## src/rtl/command_rx_fifo.sv

```systemverilog
// SPI (mode 0) byte receiver feeding a circular command FIFO for the control unit.
// The SPI inputs are synchronized into clk. The FIFO head is held in a register,
// and bytes that arrive while the FIFO is full are counted as dropped.
module command_rx_fifo #(
    parameter int unsigned DEPTH       = 16,
    parameter int unsigned SYNC_STAGES = 2
) (
    input  logic                     clk,
    input  logic                     reset,
    input  logic                     spi_sck,
    input  logic                     spi_mosi,
    input  logic                     spi_cs_n,
    output logic [7:0]               out_byte,
    output logic                     out_valid,
    input  logic                     next,
    output logic [$clog2(DEPTH):0]   fill_level,
    output logic                     overflow,
    input  logic                     clear_overflow,
    output logic [7:0]               drop_count
);

    localparam int unsigned AW = $clog2(DEPTH);
    localparam int unsigned LW = AW + 1;

    // Synchronizer chains; r_warm marks when the chains hold real samples after reset
    logic [SYNC_STAGES-1:0] r_sck_sync;
    logic [SYNC_STAGES-1:0] r_mosi_sync;
    logic [SYNC_STAGES-1:0] r_cs_sync;
    logic [SYNC_STAGES-1:0] r_warm;

    logic       r_sck_prev;
    logic       r_armed;
    logic [2:0] r_bit_cnt;
    logic [7:0] r_shift;
    logic [7:0] r_rx_byte;
    logic       r_push;

    logic [7:0]    r_mem [DEPTH];
    logic [AW-1:0] r_wr_ptr;
    logic [AW-1:0] r_rd_ptr;
    logic [LW-1:0] r_level;
    logic          r_out_valid;
    logic [7:0]    r_out_byte;
    logic          r_overflow;
    logic [7:0]    r_drop_count;

    logic          w_sck;
    logic          w_mosi;
    logic          w_cs_n;
    logic          w_warm;
    logic          w_rise;
    logic          w_pop;
    logic          w_full;
    logic          w_wr;
    logic          w_drop;
    logic [AW-1:0] w_rd_ptr_inc;
    logic [LW-1:0] w_level_nxt;
    logic [7:0]    w_head_nxt;

    assign w_sck  = r_sck_sync[SYNC_STAGES-1];
    assign w_mosi = r_mosi_sync[SYNC_STAGES-1];
    assign w_cs_n = r_cs_sync[SYNC_STAGES-1];
    assign w_warm = r_warm[SYNC_STAGES-1];
    assign w_rise = w_sck & ~r_sck_prev & ~w_cs_n & r_armed;

    // Shift the asynchronous SPI pins through the synchronizer flops
    always_ff @(posedge clk or negedge reset) begin
        if (!reset) begin
            r_sck_sync  <= '0;
            r_mosi_sync <= '0;
            r_cs_sync   <= '1;
            r_warm      <= '0;
        end else begin
            r_sck_sync[0]  <= spi_sck;
            r_mosi_sync[0] <= spi_mosi;
            r_cs_sync[0]   <= spi_cs_n;
            r_warm[0]      <= 1'b1;
            for (int i = 1; i < SYNC_STAGES; i++) begin
                r_sck_sync[i]  <= r_sck_sync[i-1];
                r_mosi_sync[i] <= r_mosi_sync[i-1];
                r_cs_sync[i]   <= r_cs_sync[i-1];
                r_warm[i]      <= r_warm[i-1];
            end
        end
    end

    // Byte assembly; a frame is only accepted once CS has been seen high since reset
    always_ff @(posedge clk or negedge reset) begin
        if (!reset) begin
            r_sck_prev <= 1'b0;
            r_armed    <= 1'b0;
            r_bit_cnt  <= 3'd0;
            r_shift    <= 8'd0;
            r_rx_byte  <= 8'd0;
            r_push     <= 1'b0;
        end else begin
            r_push     <= 1'b0;
            r_sck_prev <= w_sck;
            if (w_warm && w_cs_n) begin
                r_armed <= 1'b1;
            end
            if (w_cs_n || !r_armed) begin
                r_bit_cnt <= 3'd0;
                r_shift   <= 8'd0;
            end else if (w_rise) begin
                r_shift   <= {r_shift[6:0], w_mosi};
                r_bit_cnt <= r_bit_cnt + 3'd1;
                if (r_bit_cnt == 3'd7) begin
                    r_rx_byte <= {r_shift[6:0], w_mosi};
                    r_push    <= 1'b1;
                end
            end
        end
    end

    // FIFO control: pop/push qualification, next level and next registered head
    always_comb begin
        w_pop        = next & r_out_valid;
        w_full       = (r_level == LW'(DEPTH));
        w_wr         = r_push & (~w_full | w_pop);
        w_drop       = r_push & w_full & ~w_pop;
        w_rd_ptr_inc = r_rd_ptr + AW'(1);
        w_level_nxt  = r_level + LW'(w_wr) - LW'(w_pop);
        w_head_nxt   = r_out_byte;
        if (w_pop && (r_level > LW'(1))) begin
            w_head_nxt = r_mem[w_rd_ptr_inc];
        end else if (w_wr && ((r_level == LW'(0)) || ((r_level == LW'(1)) && w_pop))) begin
            w_head_nxt = r_rx_byte;
        end
    end

    // FIFO storage, written only when a byte is accepted
    always_ff @(posedge clk) begin
        if (w_wr) begin
            r_mem[r_wr_ptr] <= r_rx_byte;
        end
    end

    // FIFO pointers, level and registered head
    always_ff @(posedge clk or negedge reset) begin
        if (!reset) begin
            r_wr_ptr    <= '0;
            r_rd_ptr    <= '0;
            r_level     <= '0;
            r_out_valid <= 1'b0;
            r_out_byte  <= 8'd0;
        end else begin
            if (w_wr) begin
                r_wr_ptr <= r_wr_ptr + AW'(1);
            end
            if (w_pop) begin
                r_rd_ptr <= w_rd_ptr_inc;
            end
            r_level     <= w_level_nxt;
            r_out_valid <= (w_level_nxt != LW'(0));
            r_out_byte  <= w_head_nxt;
        end
    end

    // Sticky overflow and saturating drop counter; a drop beats a same-cycle clear
    always_ff @(posedge clk or negedge reset) begin
        if (!reset) begin
            r_overflow   <= 1'b0;
            r_drop_count <= 8'd0;
        end else if (w_drop) begin
            r_overflow <= 1'b1;
            if (clear_overflow) begin
                r_drop_count <= 8'd1;
            end else if (r_drop_count != 8'hFF) begin
                r_drop_count <= r_drop_count + 8'd1;
            end
        end else if (clear_overflow) begin
            r_overflow   <= 1'b0;
            r_drop_count <= 8'd0;
        end
    end

    assign out_byte   = r_out_byte;
    assign out_valid  = r_out_valid;
    assign fill_level = r_level;
    assign overflow   = r_overflow;
    assign drop_count = r_drop_count;

endmodule

```

## config.mk

```make
export PLATFORM = sky130hd
export DESIGN_NAME = command_rx_fifo
export DESIGN_NICKNAME = d
export VERILOG_FILES = /design/src/rtl/command_rx_fifo.sv
export SDC_FILE = /design/constraint.sdc
export NUM_CORES = 1
export LEC_CHECK = 0
export ABC_CLOCK_PERIOD_IN_PS = 3600
export BUFFER_PORTS_ARGS = -buffer_cell sky130_fd_sc_hd__buf_4
export CAP_MARGIN = 20
export CORE_ASPECT_RATIO = 1.25
export CORE_MARGIN = 3
export CORE_UTILIZATION = 60
export DETAILED_ROUTE_END_ITERATION = 8
export PLACE_DENSITY_LB_ADDON = 0.08
export REMOVE_ABC_BUFFERS = 1
export SLEW_MARGIN = 20
export SYNTH_ARGS = -nofsm -noshare
export SYNTH_HDL_FRONTEND = slang
export SYNTH_SLANG_ARGS = --single-unit
```

## constraint.sdc

```tcl
create_clock -name clk -period 3.6 [get_ports clk]
set_input_delay 0.36 -clock clk [delete_from_list [all_inputs] [get_ports clk]]
set_output_delay 0.36 -clock clk [all_outputs]
set_load 0.005 [all_outputs]
```

==> results.json, run 1 <==
{
  "maxCapViolCount": 0,
  "crit_required_ps": 3900,
  "cellPowerDensity_mw_per_mm2": 727,
  "cts_root_buf": "clkbuf_16",
  "drt_iter0_drc": 320,
  "diodes": 0,
  "io_pins": 30,
  "numCtsBuffers": 17,
  "endpoint_kind": "flop",
  "ir_drop_mv": 0.569,
  "relSlewSlack": 0.293,
  "worstMarginPinSlew_ps": 1060,
  "post_cts_resized": 0,
  "drt-total-wl_um": 16500,
  "fin_nets": 604,
  "via_per_inst": 6.11,
  "path_max_fanout": 9,
  "status": "completed",
  "cts_max_path_buffers": 2,
  "fin_worst_skew_ps": 7.17,
  "grtUsageTotal": 0.244,
  "drv_slew": 0,
  "use_met2": 0.417,
  "grt.busiest_layer": "met2",
  "ys_seq_elements": 188,
  "synth_seq_area_share": 0.673,
  "p_leak_nw": 3.36,
  "clkSinkCount": 188,
  "worst_setup_path_start_kind": "flop",
  "use_met1": 0.307,
  "synthArstFlopShare": 0.319,
  "comb_power_share": 0.324,
  "htree_levels": 4,
  "grt_pass1_vias": 4798,
  "drc": 0,
  "antenna_found_initial": 0,
  "holdBufCountCts": 0,
  "grt_start_max_net_pins": 61,
  "n_fill_cell": 869,
  "synthCells": 551,
  "start_util": 0.619,
  "hold_violations": 0,
  "min_period_over_period": 0.875,
  "grt_first_pass_wirelength_um": 26200,
  "syn_avg_cell_area_um2": 14.4,
  "wl_per_cell_um": 21.7,
  "dieArea_mm2": 0.0147,
  "rsz0062_at_grt": "no",
  "final_area_mm2": 0.00896,
  "p_seq_frac": 0.385,
  "post_cts_buffers": 0,
  "die_w_um": 109,
  "ys_types": 48,
  "clk_pin_slew_ps": 70,
  "die_y_um": 135,
  "routabilityCongestion": 0.828,
  "worstHoldPathType": "input pin to async pin",
  "final_util": 0.698,
  "fmax_mhz": 318,
  "setup_viol": 0,
  "synth_edf_count": 128,
  "fin_tns_setup_ps": 0,
  "grtUsageMet3": 0.0516,
  "place_hpwl_um": 10700,
  "p_sw_frac": 0.338,
  "final_common_cell": "edfxtp_1",
  "dr.pass1.iters": 6,
  "power_switching_mw": 2.20,
  "p_clk_frac": 0.290,
  "rows": 46,
  "vias": 4654,
  "cts_tree": "done",
  "synth-main-ff-cell": "edfxtp_1",
  "synth.cell_area_mm2": 0.00794,
  "yosys_warnings": 0,
  "p_int_mw": 4.31,
  "drive_above_1_share": 0.153,
  "syn_to_final_growth_pct": 12.8,
  "antenna_left": 0,
  "layout_common_cells": "edfxtp_1, nand3_1, mux2i_1",
  "whs_ps": 7.83,
  "synth.top_cells.by_area": "edfxtp_1, dfrtp_1, mux2i_1",
  "core_mm2": 0.0128,
  "dpl-instance-area_mm2": 0.00837,
  "synth_top_area_share": 0.484,
  "yosys.area.top_type": "edfxtp_1",
  "period_needed_ps": 3150,
  "worstSetupPathType": "flop to flop",
  "port_buffers": 29,
  "grt_remaining_overflow": 0,
  "cp.arrival_ps": 3440,
  "clk_latency_ps": 430
}
## state kept, by name, summed over array words and instances (netlist names), 2 cells and up
register     count
r_wr_ptr         4
drop_count       8
out_byte         8
r_sck_sync       2
r_mem          128
r_rx_byte        8
r_rd_ptr         4
r_cs_sync        2
r_shift          7
r_bit_cnt        3
r_warm           2
r_mosi_sync      2
fill_level       5
## cells in the mapped netlist (all sizes together), types with 2 or more instances
cell type  instances
a211oi            16
a21o               3
a21oi              6
a221oi             8
a22o               9
and2               2
and4               2
buf               16
clkbuf            14
dfrtp             58
dfstp              2
edfxtp           128
ha                15
inv               24
mux2              12
mux2i             64
nand2             13
nand2b             4
nand3             69
nand4             18
nor2              18
nor2b              7
nor3               5
nor4               2
o21ai              2
o21bai             2
o41ai              2
or4                4
xnor2              8
xor2               5
## power by group through the flow
stage | clock, mW | sequential [mW] | combinational, mW
after detailed placement | 0 | 2.56 | 2.11
after floorplan | 0 | 2.57 | 1.41
after CTS | 1.90 | 2.51 | 2.12
after global placement | 0 | 2.55 | 2.08
after global routing | 2.00 | 2.53 | 2.25
final | 1.89 | 2.51 | 2.11
## through the flow
stage | cells | setup slack [ps] | power (mW)
finish | 762 | 451 | 6.52
floorplan | 521 | -139 | 3.98
global route | 762 | 291 | 6.77
detailed placement | 730 | 477 | 4.67
global placement | 730 | 632 | 4.63
CTS | 762 | 459 | 6.54
## critical path, stage by stage, from the launching register on
cell and delay, ps:
dfrtp_1 390, inv_1 100, ha_1 220, and2b_1 210, a31oi_2 180, buf_4 190, nand2_1 70, nand2_1 80
ha_1 170, inv_1 60, fa_1 400, o21bai_1 150, a21oi_1 100, xor2_1 160, or4_1 540
## path summary, 6_finish.rpt
check | start | end | slack (ps) | depth (start not counted)
setup / recovery | fill_level[2] | out_valid | 450 | 14
hold / removal | reset | fill_level[1] | 8 | 1
setup reg to reg | fill_level[2] | out_valid | 450 | 14
hold reg to reg | r_sck_sync[0] | r_sck_sync[1] | 350 | 0
max in group asynchronous | reset | r_wr_ptr[2] | 3080 | 1
min in group clk | spi_mosi | r_mosi_sync[0] | 30 | 1
## final cells by class
class | instances | area [µm²] | share of cell area
flip-flops and latches | 188 | 5350 | 0.597
multi-input cells | 309 | 2400 | 0.268
clock buffers | 18 | 439 | 0.0490
repair buffers | 41 | 320 | 0.0357
well taps | 168 | 210 | 0.0235
clock inverters | 14 | 153 | 0.0170
inverters | 24 | 90.1 | 0.0101
## kinds of logic (layout without fill, tap and decap cells)
logic type / count (synthesis) / count (layout) / synth area share
buffers and inverters: 54 / 97 / 0.0282
adder cells (fa/ha/maj): 16 / 16 / 0.0261
flip-flops: 188 / 188 / 0.673
AND/OR/NAND/NOR: 150 / 150 / 0.100
AO/OA/AOI/OAI: 53 / 53 / 0.0599
XOR/XNOR: 13 / 13 / 0.0143
other: 1 / 1 / 0.000472
multiplexers: 76 / 76 / 0.0977
## per-layer routing
metal | part of all wire | wire length, µm
met2 | 0.53 | 8720
met3 | 0.044 | 733
met4 | 0.026 | 430
met5 | 0 | 0
met1 | 0.40 | 6650
Note: power is estimated with default switching activity, not from simulation.
==> inputs of run 2 (changes only) <==
--- a/config.mk
+++ b/config.mk
@@ -13,7 +13,6 @@
 export CORE_UTILIZATION = 60
 export DETAILED_ROUTE_END_ITERATION = 8
 export PLACE_DENSITY_LB_ADDON = 0.08
-export REMOVE_ABC_BUFFERS = 1
 export SLEW_MARGIN = 20
 export SYNTH_ARGS = -nofsm -noshare
 export SYNTH_HDL_FRONTEND = slang
==> run 2 against run 1 <==
  * Non-clock buffer count increased by 1
  * Die area unchanged
  * First-iteration DRC count decreased by 15%
  * Clock skew increased by 4.0 ps
  * Flip-flop and latch count unchanged
  * Largest power group unchanged
  * Clock-buffer cell count unchanged
  * Highest routed layer unchanged
  * The flow now finishes with violations (hold timing)
==> results.json, run 2 (same netlist as run 1, synthesis figures left out) <==
{
  "grt.busiest_layer": "met2",
  "cts_max_path_buffers": 2,
  "p_clk_frac": 0.290,
  "fin_worst_skew_ps": 11.2,
  "crit_required_ps": 3900,
  "via_per_inst": 6.06,
  "antenna_found_initial": 0,
  "wl_per_cell_um": 20.9,
  "grt_remaining_overflow": 0,
  "hold_violations": 8,
  "p_leak_nw": 3.34,
  "rsz0062_at_grt": "no",
  "comb_power_share": 0.322,
  "use_met2": 0.400,
  "drive_above_1_share": 0.155,
  "cellPowerDensity_mw_per_mm2": 725,
  "core_mm2": 0.0128,
  "numCtsBuffers": 17,
  "final_util": 0.698,
  "setup_viol": 0,
  "grt_pass1_vias": 4678,
  "worstHoldPathType": "input pin to async pin",
  "min_period_over_period": 0.864,
  "cp.arrival_ps": 3410,
  "period_needed_ps": 3110,
  "cts_tree": "done",
  "routabilityCongestion": 0.827,
  "maxCapViolCount": 0,
  "port_buffers": 29,
  "vias": 4625,
  "relSlewSlack": 0.319,
  "p_total_mw": 6.50,
  "layout_common_cells": "edfxtp_1, nand3_1, mux2i_1",
  "violations": "hold timing",
  "final_common_cell": "edfxtp_1",
  "endpoint_kind": "flop",
  "place_hpwl_um": 10300,
  "largest_register": "r_mem",
  "dr.pass1.iters": 5,
  "worstMarginPinSlew_ps": 1010,
  "grt_start_max_net_pins": 61,
  "antenna_left": 0,
  "fmax_mhz": 322,
  "clk_latency_ps": 430,
  "drt-total-wl_um": 16000,
  "cts_root_buf": "clkbuf_16",
  "fin_nets": 605,
  "grtUsageMet3": 0.0526,
  "fin_tns_setup_ps": 0,
  "clkSinkCount": 188,
  "p_seq_frac": 0.388,
  "start_util": 0.619,
  "holdBufCountCts": 0,
  "syn_nets": 574,
  "power_switching_mw": 2.22,
  "drc": 0,
  "ir_drop_mv": 0.583,
  "die_y_um": 135,
  "p_sw_frac": 0.342,
  "drv_slew": 0,
  "syn_to_final_growth_pct": 12.8,
  "dieArea_mm2": 0.0147,
  "grt_first_pass_wirelength_um": 25500,
  "drt_iter0_drc": 273,
  "grtUsageTotal": 0.236,
  "p_int_mw": 4.28,
  "clk_pin_slew_ps": 70,
  "worstSetupPathType": "flop to flop",
  "rows": 46,
  "io_pins": 30,
  "diodes": 0,
  "post_cts_buffers": 0,
  "status": "finished, violations left",
  "use_met1": 0.305,
  "worst_setup_path_start_kind": "flop",
  "whs_ps": -13.1,
  "htree_levels": 4,
  "die_w_um": 109,
  "path_max_fanout": 9,
  "post_cts_resized": 0,
  "largest_register_ffs": 128
}
-- run 2: cell count changes in the layout (fill, tap and decap cells not counted), sizes merged --
cell	delta
clkinvlp	+4
buf	+1
inv	-4
-- run 2: area by class of cell --
class / instances / area (µm²)
tap: 168 / 210
timing repair buffer: 42 / 315
sequential: 188 / 5350
multi-input combinational: 309 / 2400
fill: 851 / 3870
clock inverter: 14 / 159
clock buffer: 18 / 439
inverter: 24 / 90.1
-- run 2: through the flow --
stage               cells  hold WS (ps)  setup slack (ps)  instance area, µm²
global route          763          15.9               318                8960
CTS                   763          17.9               492                8960
floorplan             551          64.4               696                7940
global placement      731           333               645                8360
detailed placement    731           335               505                8360
finish                763         -13.1               491                8960
-- run 2: routing by layer --
metal  part of all wire  wire length (µm)
met3              0.044               699
met4              0.022               345
met2               0.52              8370
met5                  0                 0
met1               0.41              6560
-- run 2: power by group through the flow --
stage | Combinational (mW) | Clock, mW | Sequential (mW)
finish | 2.10 | 1.88 | 2.52
global route | 2.24 | 2.00 | 2.53
CTS | 2.11 | 1.90 | 2.52
floorplan | 1.50 | 0 | 2.53
global placement | 2.06 | 0 | 2.56
detailed placement | 2.11 | 0 | 2.56
-- run 2: worst paths after layout --
check	from	end	slack, ps	cells past startpoint
hold / removal	reset	fill_level[2]	-10	1
max in group asynchronous	reset	r_rx_byte[6]	3110	1
setup reg to reg	fill_level[2]	out_valid	490	14
hold reg to reg	r_mosi_sync[0]	r_mosi_sync[1]	350	0
min in group clk	spi_cs_n	r_cs_sync[0]	40	1
setup / recovery	fill_level[2]	out_valid	490	14
-- run 2: critical path, stage by stage, from the launching register on --
cell and delay [ps]:
dfrtp_1 380, inv_1 100, ha_1 220, and2b_1 210
a31oi_2 180, buf_4 180, nand2_1 70, nand2_1 80
ha_1 160, inv_1 60, fa_1 400, o21bai_1 150
a21oi_1 90, xor2_1 160, or4_1 520
==> inputs of run 3 (changes only) <==
--- a/config.mk
+++ b/config.mk
@@ -5,14 +5,15 @@
 export SDC_FILE = /design/constraint.sdc
 export NUM_CORES = 1
 export LEC_CHECK = 0
+export ABC_AREA = 1
 export ABC_CLOCK_PERIOD_IN_PS = 3600
-export BUFFER_PORTS_ARGS = -buffer_cell sky130_fd_sc_hd__buf_4
+export BUFFER_PORTS_ARGS = -buffer_cell sky130_fd_sc_hd__buf_2
 export CAP_MARGIN = 20
 export CORE_ASPECT_RATIO = 1.25
 export CORE_MARGIN = 3
 export CORE_UTILIZATION = 60
 export DETAILED_ROUTE_END_ITERATION = 8
-export PLACE_DENSITY_LB_ADDON = 0.08
+export PLACE_DENSITY = 0.84
 export SLEW_MARGIN = 20
 export SYNTH_ARGS = -nofsm -noshare
 export SYNTH_HDL_FRONTEND = slang
==> run 3 against run 2 <==
  * The run now ends clean
  * Clock-buffer cell count rose by 2
  * Utilization decreased by 1.6 points
  * Wire length increased by 9.6%
  * Global-route usage rose by 0.50 points
  * Sequential share of layout area decreased by 0.91 points
  * Clock skew is 0.57 ps higher
  * Design area rose by 1.6%
  * Largest power group unchanged
  * Sequential power hardly changed
  * Synthesized cell count is 48% higher
  * Die area grew 3.4%
==> results.json, run 3 <==
{
  "port_buffers": 29,
  "worst_setup_path_start_kind": "flop",
  "die_y_um": 137,
  "met3_wirelength_um": 1270,
  "synthArstFlopShare": 0.319,
  "p_total_mw": 6.80,
  "cp_common_cell": "nand2_1",
  "p_sw_frac": 0.379,
  "start_util": 0.616,
  "drv_slew": 0,
  "period_needed_ps": 2710,
  "cellPowerDensity_mw_per_mm2": 748,
  "worstSetupPathType": "flop to flop",
  "synth.top_cells.by_area": "edfxtp_1, dfrtp_1, nand2_1",
  "ir_drop_mv": 0.487,
  "drt_iter0_drc": 529,
  "grt_pass1_vias": 5681,
  "path_cells": "nand2_1 -> nand4_2 -> nand2_1 -> inv_1 -> nand2_1 -> nand2_1 -> ha_1 -> inv_1 -> fa_1 -> nor2_1 -> nor2_1 -> o21bai_1 -> xor2_1 -> nand3_1",
  "htree_levels": 4,
  "synthCells": 813,
  "holdBufCountCts": 0,
  "dr_wl_met2_um": 8750,
  "clkSinkCount": 188,
  "via_per_inst": 5.54,
  "syn_to_final_growth_pct": 10.6,
  "largest_register_ffs": 128,
  "setup_viol": 0,
  "layout_common_cells": "nand2_1, edfxtp_1, inv_1",
  "synth-main-ff-cell": "edfxtp_1",
  "syn_nets": 836,
  "whs_ps": 18.7,
  "clk_latency_ps": 440,
  "ys_seq_elements": 188,
  "hold_violations": 0,
  "p_int_mw": 4.22,
  "post_cts_resized": 0,
  "worstMarginPinSlew_ps": 1070,
  "yosys.area.top_type": "edfxtp_1",
  "rsz0062_at_grt": "no",
  "routabilityCongestion": 0.896,
  "dr.pass1.iters": 7,
  "drt-total-wl_um": 17500,
  "drive_above_1_share": 0.0927,
  "crit_required_ps": 3920,
  "grt_first_pass_wirelength_um": 28000,
  "dp.cells": 991,
  "cp.arrival_ps": 3020,
  "cp_num_buf_inv": 2,
  "synth_edf_count": 128,
  "fin_nets": 862,
  "dieArea_mm2": 0.0152,
  "p_seq_frac": 0.369,
  "cts_root_buf": "clkbuf_16",
  "critPathMaxStageDelay_ps": 390,
  "core_mm2": 0.0133,
  "status": "completed",
  "die_w_um": 111,
  "largest_register": "r_mem",
  "topRoutingLayerUsed": "met4",
  "cts_max_path_buffers": 2,
  "antenna_found_initial": 0,
  "wl_per_cell_um": 17.1,
  "rows": 47,
  "final_util": 0.682,
  "yosysMostFrequentCell": "nand2_1",
  "maxCapViolCount": 0,
  "slowest_stage": "fa_1",
  "fin_tns_setup_ps": 0,
  "io_pins": 30,
  "fin_cells": 1023,
  "path_delay_family": "simple AND/OR/NAND/NOR gates",
  "vias": 5671,
  "drc": 0,
  "clk_pin_slew_ps": 70,
  "cts_tree": "done",
  "place_hpwl_um": 10700,
  "worstHoldPathType": "input pin to flop",
  "grtUsageTotal": 0.241,
  "p_clk_frac": 0.280,
  "n_fill_cell": 926,
  "synth_seq_area_share": 0.650,
  "yosys_warnings": 0,
  "final_common_cell": "nand2_1",
  "comb_power_share": 0.351,
  "syn_avg_cell_area_um2": 10.1,
  "synth_top_area_share": 0.467,
  "min_period_over_period": 0.752,
  "numCtsBuffers": 17,
  "fin_worst_skew_ps": 11.8,
  "p_leak_nw": 4.10,
  "power_switching_mw": 2.58,
  "grt_start_max_net_pins": 67,
  "diodes": 0,
  "antenna_left": 0,
  "ys_top_cells_by_count": "nand2_1, edfxtp_1, inv_1, nand3_1, dfrtp_1",
  "path_max_fanout": 12,
  "endpoint_kind": "flop",
  "wl_met1_um": 6610,
  "post_cts_buffers": 0,
  "synth.cell_area_mm2": 0.00823,
  "ys_types": 33,
  "fmax_mhz": 369,
  "grt_remaining_overflow": 0,
  "relSlewSlack": 0.284
}
==> run 3: power by group through the flow <==
stage | Clock [mW] | Combinational, mW | Sequential [mW]
2_1_floorplan | 0 | 1.72 | 2.55
3_3_place_gp | 0 | 2.28 | 2.55
3_5_place_dp | 0 | 2.32 | 2.56
4_1_cts | 1.91 | 2.36 | 2.51
5_1_grt | 2.00 | 2.63 | 2.53
6_report | 1.91 | 2.39 | 2.51
==> run 3: metrics by stage <==
| step | worst slack, ps | area, µm² |
|---|---|---|
| CTS | 927 | 9100 |
| finish | 892 | 9100 |
| floorplan | 1220 | 8230 |
| global placement | 969 | 8490 |
| detailed placement | 873 | 8490 |
| global route | 704 | 9100 |
==> run 3: final timing paths <==
check | from | end | slack (ps) | cells past startpoint
max in group asynchronous | reset | r_shift[1] | 2780 | 2
hold / removal | spi_cs_n | r_cs_sync[0] | 20 | 1
setup / recovery | out_valid | out_valid | 890 | 14
hold reg to reg | r_mosi_sync[0] | r_mosi_sync[1] | 360 | 0
min in group asynchronous | reset | out_byte[0] | 80 | 1
setup reg to reg | out_valid | out_valid | 890 | 14
==> run 3: final cells by class <==
class | count | area [µm²] | share of cell area
multi-input cells | 482 | 2310 | 0.254
repair buffers | 34 | 183 | 0.0201
flip-flops and latches | 188 | 5350 | 0.588
well taps | 171 | 214 | 0.0235
clock inverters | 12 | 111 | 0.0122
inverters | 116 | 435 | 0.0478
clock buffers | 20 | 500 | 0.0550
==> run 3: kinds of logic after synthesis <==
logic type      count (synthesis)  synth area share
buf+inv                       143            0.0692
simple gates                  413             0.211
fa+ha+maj                      16            0.0253
compound gates                 42            0.0297
other cells                     1          0.000456
xor+xnor                       10            0.0148
flops                         188             0.650
==> run 3: routing by layer <==
metal | vias up | GRT usage
met3 | 72 | 0.0487
met4 | 0 | 0.144
li1 | 2677 | -
met2 | 258 | 0.414
met1 | 2664 | 0.282
met5 | - | 0
